## src/rtl/spi_ram_tester.sv

```systemverilog
// Built-in self-test sequencer for an SPI RAM behind a simple start/busy controller.
// Fills a word range with an arithmetic pattern and/or reads it back, counting mismatches.
module spi_ram_tester #(
  parameter int unsigned ADDR_W      = 16,
  parameter int unsigned DATA_W      = 32,
  parameter int unsigned ADDR_STEP   = 4,
  parameter int unsigned ERR_W       = 8,
  parameter int unsigned STOP_ON_ERR = 0
) (
  input  logic              clk,
  input  logic              rst,
  input  logic              start,
  input  logic              abort,
  input  logic [1:0]        op,
  input  logic [ADDR_W-1:0] base_addr,
  input  logic [ADDR_W-1:0] num_words,
  input  logic [DATA_W-1:0] seed,
  input  logic [DATA_W-1:0] pat_step,
  output logic [ADDR_W-1:0] mem_addr,
  output logic [DATA_W-1:0] mem_wdata,
  output logic              mem_start_write,
  output logic              mem_start_read,
  input  logic [DATA_W-1:0] mem_rdata,
  input  logic              mem_busy,
  output logic              busy,
  output logic              done,
  output logic              pass,
  output logic [ERR_W-1:0]  err_count,
  output logic [ADDR_W-1:0] first_err_addr,
  output logic [DATA_W-1:0] first_err_data
);

  typedef enum logic [3:0] {
    IDLE,
    WR_ISSUE,
    WR_SETTLE,
    WR_WAIT,
    RD_ISSUE,
    RD_SETTLE,
    RD_WAIT,
    CHECK,
    FINISH
  } state_t;

  localparam logic [ADDR_W-1:0] STEP_A = ADDR_W'(ADDR_STEP);

  state_t            state_q;
  logic [1:0]        op_q;
  logic [ADDR_W-1:0] base_q;
  logic [ADDR_W-1:0] num_q;
  logic [ADDR_W-1:0] idx_q;
  logic [ADDR_W-1:0] addr_q;
  logic [DATA_W-1:0] seed_q;
  logic [DATA_W-1:0] step_q;
  logic [DATA_W-1:0] pat_q;
  logic [DATA_W-1:0] rdata_q;
  logic [ERR_W-1:0]  err_q;
  logic [ADDR_W-1:0] ferr_addr_q;
  logic [DATA_W-1:0] ferr_data_q;
  logic              done_q;
  logic              pass_q;
  logic              wr_q;
  logic              rd_q;

  logic              last_word;
  logic              mismatch;
  logic [ERR_W-1:0]  err_d;

  always_comb begin
    last_word = (idx_q == (num_q - 1'b1));
    mismatch  = (rdata_q != pat_q);
    err_d     = (err_q == '1) ? err_q : err_q + 1'b1;
  end

  // done/pass are loaded on the transition into FINISH so the pulse is visible
  // during the FINISH cycle itself, while outputs stay registered.
  always_ff @(posedge clk or posedge rst) begin
    if (rst) begin
      state_q     <= IDLE;
      op_q        <= '0;
      base_q      <= '0;
      num_q       <= '0;
      idx_q       <= '0;
      addr_q      <= '0;
      seed_q      <= '0;
      step_q      <= '0;
      pat_q       <= '0;
      rdata_q     <= '0;
      err_q       <= '0;
      ferr_addr_q <= '0;
      ferr_data_q <= '0;
      done_q      <= 1'b0;
      pass_q      <= 1'b0;
      wr_q        <= 1'b0;
      rd_q        <= 1'b0;
    end else begin
      wr_q   <= 1'b0;
      rd_q   <= 1'b0;
      done_q <= 1'b0;
      if (abort) begin
        state_q <= IDLE;
      end else begin
        case (state_q)
          IDLE: begin
            if (start) begin
              op_q        <= op;
              base_q      <= base_addr;
              num_q       <= num_words;
              seed_q      <= seed;
              step_q      <= pat_step;
              addr_q      <= base_addr;
              pat_q       <= seed;
              idx_q       <= '0;
              err_q       <= '0;
              ferr_addr_q <= '0;
              ferr_data_q <= '0;
              pass_q      <= 1'b0;
              if (op == 2'b00 || num_words == '0) begin
                state_q <= FINISH;
                done_q  <= 1'b1;
                pass_q  <= 1'b1;
              end else if (op[0]) begin
                state_q <= WR_ISSUE;
              end else begin
                state_q <= RD_ISSUE;
              end
            end
          end
          WR_ISSUE: begin
            if (!mem_busy) begin
              wr_q    <= 1'b1;
              state_q <= WR_SETTLE;
            end
          end
          WR_SETTLE: state_q <= WR_WAIT;
          WR_WAIT: begin
            if (!mem_busy) begin
              if (!last_word) begin
                addr_q  <= addr_q + STEP_A;
                pat_q   <= pat_q + step_q;
                idx_q   <= idx_q + 1'b1;
                state_q <= WR_ISSUE;
              end else if (op_q == 2'b11) begin
                addr_q  <= base_q;
                pat_q   <= seed_q;
                idx_q   <= '0;
                state_q <= RD_ISSUE;
              end else begin
                state_q <= FINISH;
                done_q  <= 1'b1;
                pass_q  <= (err_q == '0);
              end
            end
          end
          RD_ISSUE: begin
            if (!mem_busy) begin
              rd_q    <= 1'b1;
              state_q <= RD_SETTLE;
            end
          end
          RD_SETTLE: state_q <= RD_WAIT;
          RD_WAIT: begin
            if (!mem_busy) begin
              rdata_q <= mem_rdata;
              state_q <= CHECK;
            end
          end
          CHECK: begin
            if (mismatch) begin
              err_q <= err_d;
              if (err_q == '0) begin
                ferr_addr_q <= addr_q;
                ferr_data_q <= rdata_q;
              end
            end
            if ((mismatch && STOP_ON_ERR != 0) || last_word) begin
              state_q <= FINISH;
              done_q  <= 1'b1;
              pass_q  <= !mismatch && (err_q == '0);
            end else begin
              addr_q  <= addr_q + STEP_A;
              pat_q   <= pat_q + step_q;
              idx_q   <= idx_q + 1'b1;
              state_q <= RD_ISSUE;
            end
          end
          FINISH:  state_q <= IDLE;
          default: state_q <= IDLE;
        endcase
      end
    end
  end

  assign mem_addr        = addr_q;
  assign mem_wdata       = pat_q;
  assign mem_start_write = wr_q;
  assign mem_start_read  = rd_q;
  assign busy            = (state_q != IDLE);
  assign done            = done_q;
  assign pass            = pass_q;
  assign err_count       = err_q;
  assign first_err_addr  = ferr_addr_q;
  assign first_err_data  = ferr_data_q;

endmodule

```

## config.mk

```make
export PLATFORM = sky130hd
export DESIGN_NAME = spi_ram_tester
export DESIGN_NICKNAME = d
export VERILOG_FILES = /design/src/rtl/spi_ram_tester.sv
export SDC_FILE = /design/constraint.sdc
export NUM_CORES = 1
export LEC_CHECK = 0
export ABC_AREA = 1
export BUFFER_PORTS_ARGS = -buffer_cell sky130_fd_sc_hd__buf_4
export CELL_PAD_IN_SITES_DETAIL_PLACEMENT = 1
export CELL_PAD_IN_SITES_GLOBAL_PLACEMENT = 2
export CORE_AREA = 3 3 186 261
export CTS_CLUSTER_DIAMETER = 30
export DETAILED_ROUTE_END_ITERATION = 16
export DIE_AREA = 0 0 189 264
export GPL_TIMING_DRIVEN = 0
export PLACE_DENSITY = 0.9
export SLEW_MARGIN = 20
export SYNTH_ARGS = -nofsm -noshare
export SYNTH_HDL_FRONTEND = slang
export SYNTH_SLANG_ARGS = --single-unit
```

## constraint.sdc

```tcl
create_clock -name clk -period 19.4 [get_ports clk]
set_clock_uncertainty 0.2 [all_clocks]
set_input_delay 0 -clock clk [delete_from_list [all_inputs] [get_ports clk]]
set_output_delay 0 -clock clk [all_outputs]
set_load 0.02 [all_outputs]
```

# [Word level (Yosys, flattened, before mapping)]
# Cells that the tools add are included.
[totals] reg_bits=258 input_bits=135 out_inout_bits=109
[op_classes] add_sub_neg=5 n_eq_ne=26 n_mux=60 n_bitwise=2 reduce_logical=17
[ops] cell="32-bit 2-to-1 mux" n=8
[ops] cell="16-bit 2-to-1 mux" n=12
[ops] cell="16-bit case mux with 3 select lines" n=2
[ops] cell="32-bit case mux with 3 select lines" n=1
[ops] cell="32-bit case mux with 2 select lines" n=1
[ops] cell="4-bit 2-to-1 mux" n=10
[ops] cell="32-bit adder" n=1
[ops] cell="32-bit inequality test" n=1
[ops] cell="16-bit case mux with 2 select lines" n=1
[ops] cell="4-bit case mux with 8 select lines" n=1
[ops] cell="8-bit 2-to-1 mux" n=3
[ops] cell="2-bit inequality test (second input constant)" n=9
[ops] cell="3-bit inequality test (second input constant)" n=6
[ops] cell="1-bit 2-to-1 mux" n=17
[ops] cell="16-bit by 1-bit adder with 16-bit output (second input constant)" n=1
[ops] cell="16-bit by 3-bit adder with 16-bit output (second input constant)" n=1
[ops] cell="16-bit equality test" n=1
[ops] cell="4-bit by 3-bit equality test with 1-bit output (second input constant)" n=4
[ops] cell="16-bit logical NOT" n=1
[ops] cell="8-bit case mux with 2 select lines" n=1
[ops] cell="16-bit by 1-bit subtractor with 16-bit output (second input constant)" n=1
[ops] cell="5-bit AND reduction" n=3
[ops] cell="8-bit by 1-bit adder with 8-bit output (second input constant)" n=1
[ops] cell="4-bit by 2-bit equality test with 1-bit output (second input constant)" n=2
[ops] cell="other kinds (18)" n=21

# [Depth between registers and ports, before layout]
# Gate-level depths: netlist (run 1).
[logic_depth] word_depth=6 depth_mapped=20 depth_no_buf=19

# [Worst setup path after synthesis (run 1)]
# Ideal clock, no wire load.
[synth_path] path_kind="reg-to-reg" start="register num_q[0]" end="register pat_q[1] (netlist: mem_wdata[1])" arrival_time_ps=2194 required_time_ps=19083 path_slack_ps=16890 path_stages_with_launch=18 n_path_buf=2 path_cell_list="dfrtp_1 inv_1 ha_1 nand2_4 nor2_4 nand2_1 nand2_1 nand2_1 nor2_2 nand2_2 nor2_8 nand4_2 nand3_2 inv_2 buf_6 buf_6 nand2_1 nand2_1"
[synth_via] elab_chain_cells=5
[synth_lines] item="start: declaration" line="50" rtl="logic [ADDR_W-1:0] num_q;"
[synth_lines] item="start signal: assignment" line="108" rtl="num_q <= num_words;"
[synth_lines] item="16-bit by 1-bit subtractor with 16-bit output (*)" line="70" rtl="last_word = (idx_q == (num_q - 1'b1));"
[synth_lines] item="16-bit equality test (*)" line="70"
[synth_lines] item="32-bit 2-to-1 mux" line="138" rtl="if (!last_word) begin"
[synth_lines] item="32-bit 2-to-1 mux" line="137" rtl="if (!mem_busy) begin"
[synth_lines] item="32-bit case mux with 3 select lines" line="103" rtl="case (state_q)"
[synth_lines] item="end signal: assignment" line="140" rtl="pat_q <= pat_q + step_q;"
[synth_lines] item="end signal: assignment" line="145" rtl="pat_q <= seed_q;"
[synth_lines] item="end signal: assignment" line="182" rtl="pat_q <= pat_q + step_q;"
[synth_lines] item="end: declaration" line="55" rtl="logic [DATA_W-1:0] pat_q;"
# Every way passes the cells marked *; elsewhere a longest branch is shown, timed or not. The select of a mux whose other input is x is not followed.
# A chain may end at the register's enable or synchronous reset.

# [Worst setup path in the final report (run 1)]
[layout_path] start="register state_q[0]" end="register base_q[15]"
[layout_via] elab_chain_cells=2
[layout_lines] item="start: declaration" line="47" rtl="state_t state_q;"
[layout_lines] item="start signal: assignment" line="79" rtl="state_q <= IDLE;"
[layout_lines] item="start signal: assignment" line="101" rtl="state_q <= IDLE;"
[layout_lines] item="start signal: assignment" line="119" rtl="state_q <= FINISH;"
[layout_lines] item="4-bit logical NOT" line="103"
[layout_lines] item="3-bit AND reduction (no source line)"
[layout_lines] item="end signal: assignment" line="107" rtl="base_q <= base_addr;"
[layout_lines] item="end: declaration" line="49" rtl="logic [ADDR_W-1:0] base_q;"
# No other way between the ends.

==> impl_metrics.json, run 1 <==
{
  "outcome": "finished, final reports clean",
  "tightestPinTransition_ns": 1.010,
  "ys_async_sr_fraction_pct": 100.0,
  "synth_flop_cell": "dfrtp_1",
  "reg2reg_slack_ns": 15.47,
  "die_w_um": 189,
  "cp.required_ns": 19.74,
  "tns_ns": 0,
  "synth-seq-area-share_pct": 39.98,
  "comb_power_share_pct": 43.8,
  "avgSynthCellArea_um2": 7.273,
  "clock-sinks": 258,
  "synth_cells": 2220,
  "vias_per_cell": 5.204,
  "pwr-share-seq_pct": 25.6,
  "critPathCapture": "base_q[15]$_DFFE_PP0P_",
  "crit_path_start": "state_q[0]$_DFFE_PP0P_",
  "cts_resized": 0,
  "gp_congestion": 0.8903,
  "wl_per_cell_um": 21.86,
  "cts_tree": "built",
  "powerDensity_mw_per_mm2": 162.6,
  "critPathMaxFanout": 10,
  "die-area_mm2": 0.04990,
  "ys_top_cells_by_area": "dfrtp_1, nand2_1, inv_1, mux2_2, nand3_1",
  "clk_pin_slew_worst_paths_ns": 0.05,
  "synth_nets": 2392,
  "internal_power_uw": 2088,
  "maxSlewViolCount": 0,
  "period_minus_slack_ns": 3.930,
  "final_hold_viol_count": 0,
  "hold_buffers": 215,
  "grtUsageTotal_pct": 29.62,
  "cts_buffer_depth": 3,
  "rsz0062_at_grt": "false",
  "post_cts_buffers": 0,
  "clockRootBuffer": "clkbuf_16",
  "nets": 2922,
  "ys_ff_latch": 258,
  "antenna_found_initial": 2,
  "max_cap_violations": 0,
  "synthDistinctLibCells": 47,
  "setup.worst_path.start_class": "register",
  "dpl_cell_area_mm2": 0.01884,
  "hold_path.class": "input pin to register",
  "ant_nets": 0,
  "pwr-share-clk_pct": 30.6,
  "grt_pass1_wl_um": 114700,
  "clk_latency_ns": 0.61,
  "floorplan.rows": 93,
  "grt_pass1_vias": 19990,
  "cp.arrival_ns": 4.27,
  "dr.first_iter.drc_count": 880,
  "r2r_start": "state_q[0]$_DFFE_PP0P_",
  "finalCritPeriodShare_pct": 20.26,
  "p_sw_uw": 1702,
  "grt_max_degree": 84,
  "coreArea_mm2": 0.04620,
  "slew_headroom_pct": 32.65,
  "via_count": 17810,
  "area_growth_pct": 44.38,
  "drt-total-wl_um": 74820,
  "endpoint_kind": "register",
  "dr.pass1.iters": 5,
  "cts_buffers": 67,
  "fmax_ghz": 0.2545,
  "p_sw_share_pct": 44.91,
  "die_h_um": 264,
  "dp_hpwl_um": 51250,
  "yosysWarningCount": 0,
  "irDropWorstVdd_mv": 0.08322,
  "io_buffers": 243,
  "synth_area_mm2": 0.01615,
  "r2r_cells": 10,
  "synth_edf_count": 0,
  "r2r_end": "base_q[15]$_DFFE_PP0P_",
  "path_class": "register to register",
  "drive_gt1_share_pct": 17.65,
  "cts_max_level": 3,
  "synth.top_cell.area_share_pct": 39.98,
  "start_util_pct": 34.95,
  "final_area_mm2": 0.02331,
  "drc_errors": 0,
  "finalSetupViolations": 0,
  "synth_largest_area_cell": "dfrtp_1",
  "grt-ovfl-total": 0,
  "ioPinCount": 244,
  "p_leak_uw": 0.01205
}
-- kinds of logic after synthesis --
group	after synthesis	share of synthesized area, %
adder cells (fa/ha/maj)	37	2.914
XOR/XNOR	71	3.851
AND/OR/NAND/NOR	1262	33.89
multiplexers	77	5.370
buffers and inverters	346	8.345
flip-flops	258	39.98
AO/OA/AOI/OAI	169	5.649
-- placed cells by master, fill, tap and decap left out, types with 4 or more instances in the layout --
cell type / n
nor2_4: 5
clkinvlp_4: 11
o21ai_0: 68
dfrtp_1: 258
clkbuf_8: 12
or2_2: 10
buf_4: 246
nor4_1: 10
bufinv_16: 6
a21oi_1: 63
clkbuf_16: 67
clkinv_2: 9
o22ai_1: 9
buf_1: 9
inv_1: 258
nor2_2: 6
buf_2: 17
o21bai_1: 8
o2111ai_1: 4
nor3_1: 31
nand3b_1: 26
xnor2_1: 21
mux2_2: 77
clkbuf_1: 60
nand4_1: 93
nor2_1: 157
xor2_1: 50
inv_6: 8
dlygate4sd3_1: 215
nand2_1: 756
ha_1: 36
o21ai_1: 9
nand3_1: 154
-- synth_stat cells, types with 17 or more instances --
library cell,instances
a21oi_1,63
buf_2,17
clkbuf_1,53
dfrtp_1,258
ha_1,36
inv_1,259
mux2_2,77
nand2_1,756
nand3_1,154
nand3b_1,26
nand4_1,93
nor2_1,157
nor3_1,31
o21ai_0,68
xnor2_1,21
xor2_1,50
-- area by class of cell --
class / count / area, µm²
plain buffers: 85 / 367.9
well taps: 617 / 772.0
clock buffers: 86 / 1868
repair buffers: 461 / 4059
fillers: 5650 / 22880
clock inverters: 37 / 447.9
multi-input cells: 1616 / 8349
inverters: 261 / 987.2
diodes: 2 / 5.005
flip-flops and latches: 258 / 6456
-- flip-flops by register name (all words and copies together) (netlist names) --
register / count
step_q: 32
rdata_q: 32
mem_start_write: 1
first_err_data: 32
op_q: 2
base_q: 16
state_q: 4
mem_start_read: 1
mem_wdata: 32
seed_q: 32
first_err_addr: 16
pass: 1
done: 1
mem_addr: 16
num_q: 16
idx_q: 16
err_count: 8
-- stage by stage --
stage	total power, µW	setup slack [ns]	std cells	hold WS, ns	utilization [%]
global route	4014	15.30	3423	0.03478	50.46
detailed placement	2511	16.02	3083	-0.1669	40.78
finish	3790	15.47	3423	0.02326	50.46
floorplan	1922	12.10	2220	-0.04942	-
global placement	2458	8.770	3080	0.03314	40.57
CTS	3737	15.52	3421	0.001032	50.45
-- per-layer routing --
metal	global-route usage [%]	share of wire [%]
met1	31.43	36
met2	54.92	53
met3	3.890	4.3
met4	18.37	6.4
met5	0	0
-- power groups by stage --
stage,sequential [µW],clock [µW],combinational [µW]
finish,971,1160,1660
detailed placement,959,0,1550
global route,981,1200,1830
CTS,957,1160,1620
global placement,953,0,1500
floorplan,909,0,1010
-- critical path, stage by stage (launching register included) --
cell	delay, ns
dfrtp_1	0.44
nor2_1	0.07
nand2_1	0.16
inv_1	0.11
nand3_1	0.10
clkbuf_1	0.70
clkbuf_1	0.66
clkbuf_1	0.58
nand2_1	0.12
o21ai_0	0.13
dlygate4sd3_1	0.58
-- worst min path at each step --
stage,endpoint,cells after the start,slack (ns),startpoint
2_1_floorplan,rdata_q[3]$_DFFE_PP0P_,1,-0.05,mem_rdata[3]
3_3_place_gp,step_q[14]$_DFFE_PP0P_,2,0.03,pat_step[14]
3_5_place_dp,first_err_data[26]$_DFFE_PP0P_,2,-0.17,rst
4_1_cts,step_q[26]$_DFFE_PP0P_,3,0.001,pat_step[26]
5_1_grt,seed_q[27]$_DFFE_PP0P_,4,0.03,seed[27]
6_report,step_q[19]$_DFFE_PP0P_,3,0.02,pat_step[19]
(Power assumes the default switching activity.)
==> run 2, diff against run 1 <==
--- a/config.mk
+++ b/config.mk
@@ -5,16 +5,16 @@
 export SDC_FILE = /design/constraint.sdc
 export NUM_CORES = 1
 export LEC_CHECK = 0
-export ABC_AREA = 1
+export ABC_AREA = 0
 export BUFFER_PORTS_ARGS = -buffer_cell sky130_fd_sc_hd__buf_4
 export CELL_PAD_IN_SITES_DETAIL_PLACEMENT = 1
 export CELL_PAD_IN_SITES_GLOBAL_PLACEMENT = 2
-export CORE_AREA = 3 3 186 261
+export CORE_AREA = 3 3 181 254
 export CTS_CLUSTER_DIAMETER = 30
 export DETAILED_ROUTE_END_ITERATION = 16
-export DIE_AREA = 0 0 189 264
+export DIE_AREA = 0 0 184 257
 export GPL_TIMING_DRIVEN = 0
-export PLACE_DENSITY = 0.9
+export PLACE_DENSITY = 0.81
 export SLEW_MARGIN = 20
 export SYNTH_ARGS = -nofsm -noshare
 export SYNTH_HDL_FRONTEND = slang
==> constraint.sdc (replaced) <==
create_clock -name clk -period 3.5 [get_ports clk]
set_clock_uncertainty 0.2 [all_clocks]
set_input_delay 0 -clock clk [delete_from_list [all_inputs] [get_ports clk]]
set_output_delay 0 -clock clk [all_outputs]
set_load 0.02 [all_outputs]
==> run 2 against run 1 <==
The flow now finishes with violations (negative hold slack, negative setup slack); synthesized cell count shrank 34%; register-to-register slack lost 16 ns; non-clock buffer count grew 70; clock-buffer cell count shrank 5; maximum frequency grew 7.0%; clock power grew to 4.8 times the previous value; sequential power grew to 5.4 times the previous value; worst setup slack lost 16 ns; final cell count shrank 21%; critical endpoint is now mem_addr[8]$_DFFE_PP0P_; largest cell class unchanged; highest routed layer unchanged.
==> impl_metrics.json, run 2 <==
{
  "outcome": "finished with violations",
  "violations": "negative hold slack, negative setup slack",
  "yosys-top-cells-count": "nand2_1, dfrtp_1, nor2_1",
  "drt-total-wl_um": 62000,
  "die_w_um": 184,
  "min-delay-start": "base_addr[2]",
  "finalCritPeriodShare_pct": 105.0,
  "dr_wl_met3_um": 2717,
  "dp_worst_setup_slack_ns": -1.398,
  "dp_hpwl_um": 40960,
  "cts_buffer_depth": 3,
  "tightestPinTransition_ns": 1.020,
  "irDropWorstVdd_mv": 0.4162,
  "synth_top_family_by_area": "simple AND/OR/NAND/NOR gates",
  "p_sw_share_pct": 41.73,
  "grt_pass1_vias": 15490,
  "coreArea_mm2": 0.04395,
  "critPathMaxFanout": 4,
  "synth_largest_area_cell": "dfrtp_1",
  "p_leak_uw": 0.01069,
  "grtUsageTotal_pct": 25.03,
  "r2r_start": "num_q[9]$_DFFE_PP0P_",
  "ioPinCount": 244,
  "grt_pass1_wl_um": 91740,
  "synth_nets": 1646,
  "maxSlewViolCount": 0,
  "synthDistinctLibCells": 67,
  "internal_power_uw": 11090,
  "cpPeakStageDelay_ns": 0.55,
  "comb_power_share_pct": 43.3,
  "wl_met1_um": 23370,
  "placedCellCount": 2283,
  "ys_ff_latch": 258,
  "final_hold_viol_count": 1,
  "cp.required_ns": 3.85,
  "hold_end": "base_q[2]$_DFFE_PP0P_",
  "finalSetupViolations": 63,
  "fmax_ghz": 0.2722,
  "final_cells": 2691,
  "hold_path.class": "input pin to register",
  "clockRootBuffer": "clkbuf_16",
  "yosys.area_share.xor_xnor_pct": 5.798,
  "die_h_um": 257,
  "synth_cells": 1474,
  "r2r_end": "mem_addr[8]$_DFFE_PP0P_",
  "avgSynthCellArea_um2": 9.224,
  "vias_per_cell": 5.253,
  "synthAdderAreaFrac_pct": 3.460,
  "cts_max_level": 2,
  "pwr-share-clk_pct": 29.4,
  "antenna_found_initial": 8,
  "io_buffers": 242,
  "rsz0062_at_grt": "true",
  "setup.worst_path.start_class": "register",
  "area_growth_pct": 63.34,
  "r2r_cells": 11,
  "synth.top_cell.area_share_pct": 47.49,
  "wl_met2_um": 32420,
  "clock-sinks": 258,
  "drive_gt1_share_pct": 26.35,
  "cts_buffers": 61,
  "min_path_cells": 4,
  "ys_async_sr_fraction_pct": 100.0,
  "via_count": 14140,
  "synth_edf_count": 0,
  "hold_ws_ns": -0.004046,
  "start_util_pct": 30.93,
  "clk_latency_ns": 0.61,
  "pwr-share-seq_pct": 27.3,
  "die-area_mm2": 0.04729,
  "fin_ws_ns": -0.1744,
  "cp.arrival_ns": 4.03,
  "synthSimpleGateAreaFrac_pct": 19.14,
  "grt_max_degree": 34,
  "final_cell_mix": "nand2_1, buf_4, dfrtp_1",
  "p_sw_uw": 7942,
  "drc_errors": 0,
  "ys_top_cells_by_area": "dfrtp_1, nand2_1, a22o_1, ha_1, xor2_1",
  "reg2reg_slack_ns": -0.17,
  "synth_area_mm2": 0.01360,
  "cts_tree": "built",
  "grt-ovfl-total": 0,
  "dr.pass1.iters": 5,
  "floorplan.rows": 91,
  "synthMuxAreaShare_pct": 3.985,
  "layout.cells.most_common": "nand2_1",
  "synth-seq-area-share_pct": 47.49,
  "endpoint_kind": "register",
  "crit_path_top_delay_cell": "or4_4",
  "wl_per_cell_um": 23.04,
  "clk_pin_slew_worst_paths_ns": 0.05,
  "slew_headroom_pct": 32.01,
  "period_minus_slack_ns": 3.674,
  "nets": 2248,
  "max_cap_violations": 0,
  "ant_nets": 0,
  "yosysMostFrequentCell": "nand2_1",
  "synth_flop_cell": "dfrtp_1",
  "dr.first_iter.drc_count": 651,
  "powerDensity_mw_per_mm2": 857.0,
  "highest_layer": "met4",
  "path_cells": "or4_4, or4_1, a2111o_1, a22oi_2, or4b_4, buf_4, buf_6, o21ai_0, o21ai_1, o211ai_1, o21a_1",
  "path_class": "register to register",
  "gp_congestion": 0.8432,
  "yosysWarningCount": 0,
  "synth_compound_area_share_pct": 16.97,
  "post-route-util_pct": 50.53
}
-- run 2: changes by cell type in the layout (fill, tap and decap cells not counted), moves of 35 or more --
| cell | before | now |
|---|---|---|
| nand2_1 | 756 | 352 |
| inv_1 | 258 | 27 |
| nand3_1 | 154 | 28 |
| nor2_1 | 157 | 72 |
| nand4_1 | 93 | 19 |
| a22o_1 | 0 | 52 |
| mux2_2 | 77 | 32 |
| a21o_1 | 1 | 36 |
-- run 2: how the worst max path moves through the flow --
stage	startpoint	endpoint	slack, ns	cells past startpoint
2_1_floorplan	rst	base_q[0]$_DFFE_PP0P_	-0.1	1
3_3_place_gp	rst	mem_wdata[3]$_DFFE_PP0P_	-1.92	2
3_5_place_dp	state_q[1]$_DFFE_PP0P_	first_err_data[9]$_DFFE_PP0P_	-1.40	10
4_1_cts	num_q[11]$_DFFE_PP0P_	mem_addr[15]$_DFFE_PP0P_	-0.18	11
5_1_grt	num_q[9]$_DFFE_PP0P_	mem_addr[8]$_DFFE_PP0P_	-0.35	11
6_report	num_q[9]$_DFFE_PP0P_	mem_addr[8]$_DFFE_PP0P_	-0.17	11
-- run 2: cells by family (layout without fill, tap and decap cells) --
kind of cell    Yosys count  count (layout)
buf+inv                 105             756
flops                   258             258
mux                      50              50
xor+xnor                 90              90
simple gates            595             595
compound gates          339             339
fa+ha+maj                37              37
other cells               0               8
-- run 2: per-stage QoR --
| stage | area [µm²] | hold slack [ns] | setup TNS (ns) | total power [µW] |
|---|---|---|---|---|
| after floorplan | 13640 | -0.09456 | -26.12 | 9466 |
| after global placement | 16160 | -0.005173 | -579.30 | 11950 |
| after detailed placement | 16350 | -0.1436 | -92.71 | 12230 |
| after CTS | 21640 | 0.0003124 | -7.056 | 18510 |
| after global routing | 22210 | 0.01865 | -13.09 | 20080 |
| final | 22210 | -0.004046 | -5.422 | 19030 |
-- run 2: area by class of cell --
class,count,area (µm²)
fill,4901,21740
multi-input combinational,1111,7211
sequential,258,6459
timing repair buffer,543,5106
clock buffer,81,1702
tap,558,698.2
buffer,73,578.1
clock inverter,31,324.1
inverter,28,108.9
antenna,8,20.02
-- run 2: timing repair --
item | CTS | global route
setup buffers | 25 | 8
hold endpoints to repair | 324 | 2
pin swaps | 24 | 30
hold buffers | 245 | 2
cloned | 8 | 6
setup endpoints to repair | 125 | 132
gates resized for setup | 121 | 107
-- run 2: power groups by stage --
stage                     registers [µW]  clock network (µW)  logic, µW
after floorplan                     5040                   0       4430
after global routing                5330                5820       8940
after CTS                           5110                5630       7770
after global placement              5070                   0       6890
final                               5200                5590       8240
after detailed placement            5110                   0       7120
-- run 2: routing by layer --
| metal | track usage, % | up-vias |
|---|---|---|
| li1 | - | 6424 |
| met1 | 28.01 | 7123 |
| met2 | 46.05 | 417 |
| met3 | 3.931 | 171 |
| met4 | 11.54 | 0 |
| met5 | 0 | - |
-- run 2: critical path: cells and delay by family (launching register included) --
| kind | cells | cell delay [ns] |
|---|---|---|
| AO/OA/AOI/OAI | 6 | 1.20 |
| buffers and inverters | 2 | 0.27 |
| flip-flops | 1 | 0.41 |
| AND/OR/NAND/NOR | 3 | 1.56 |
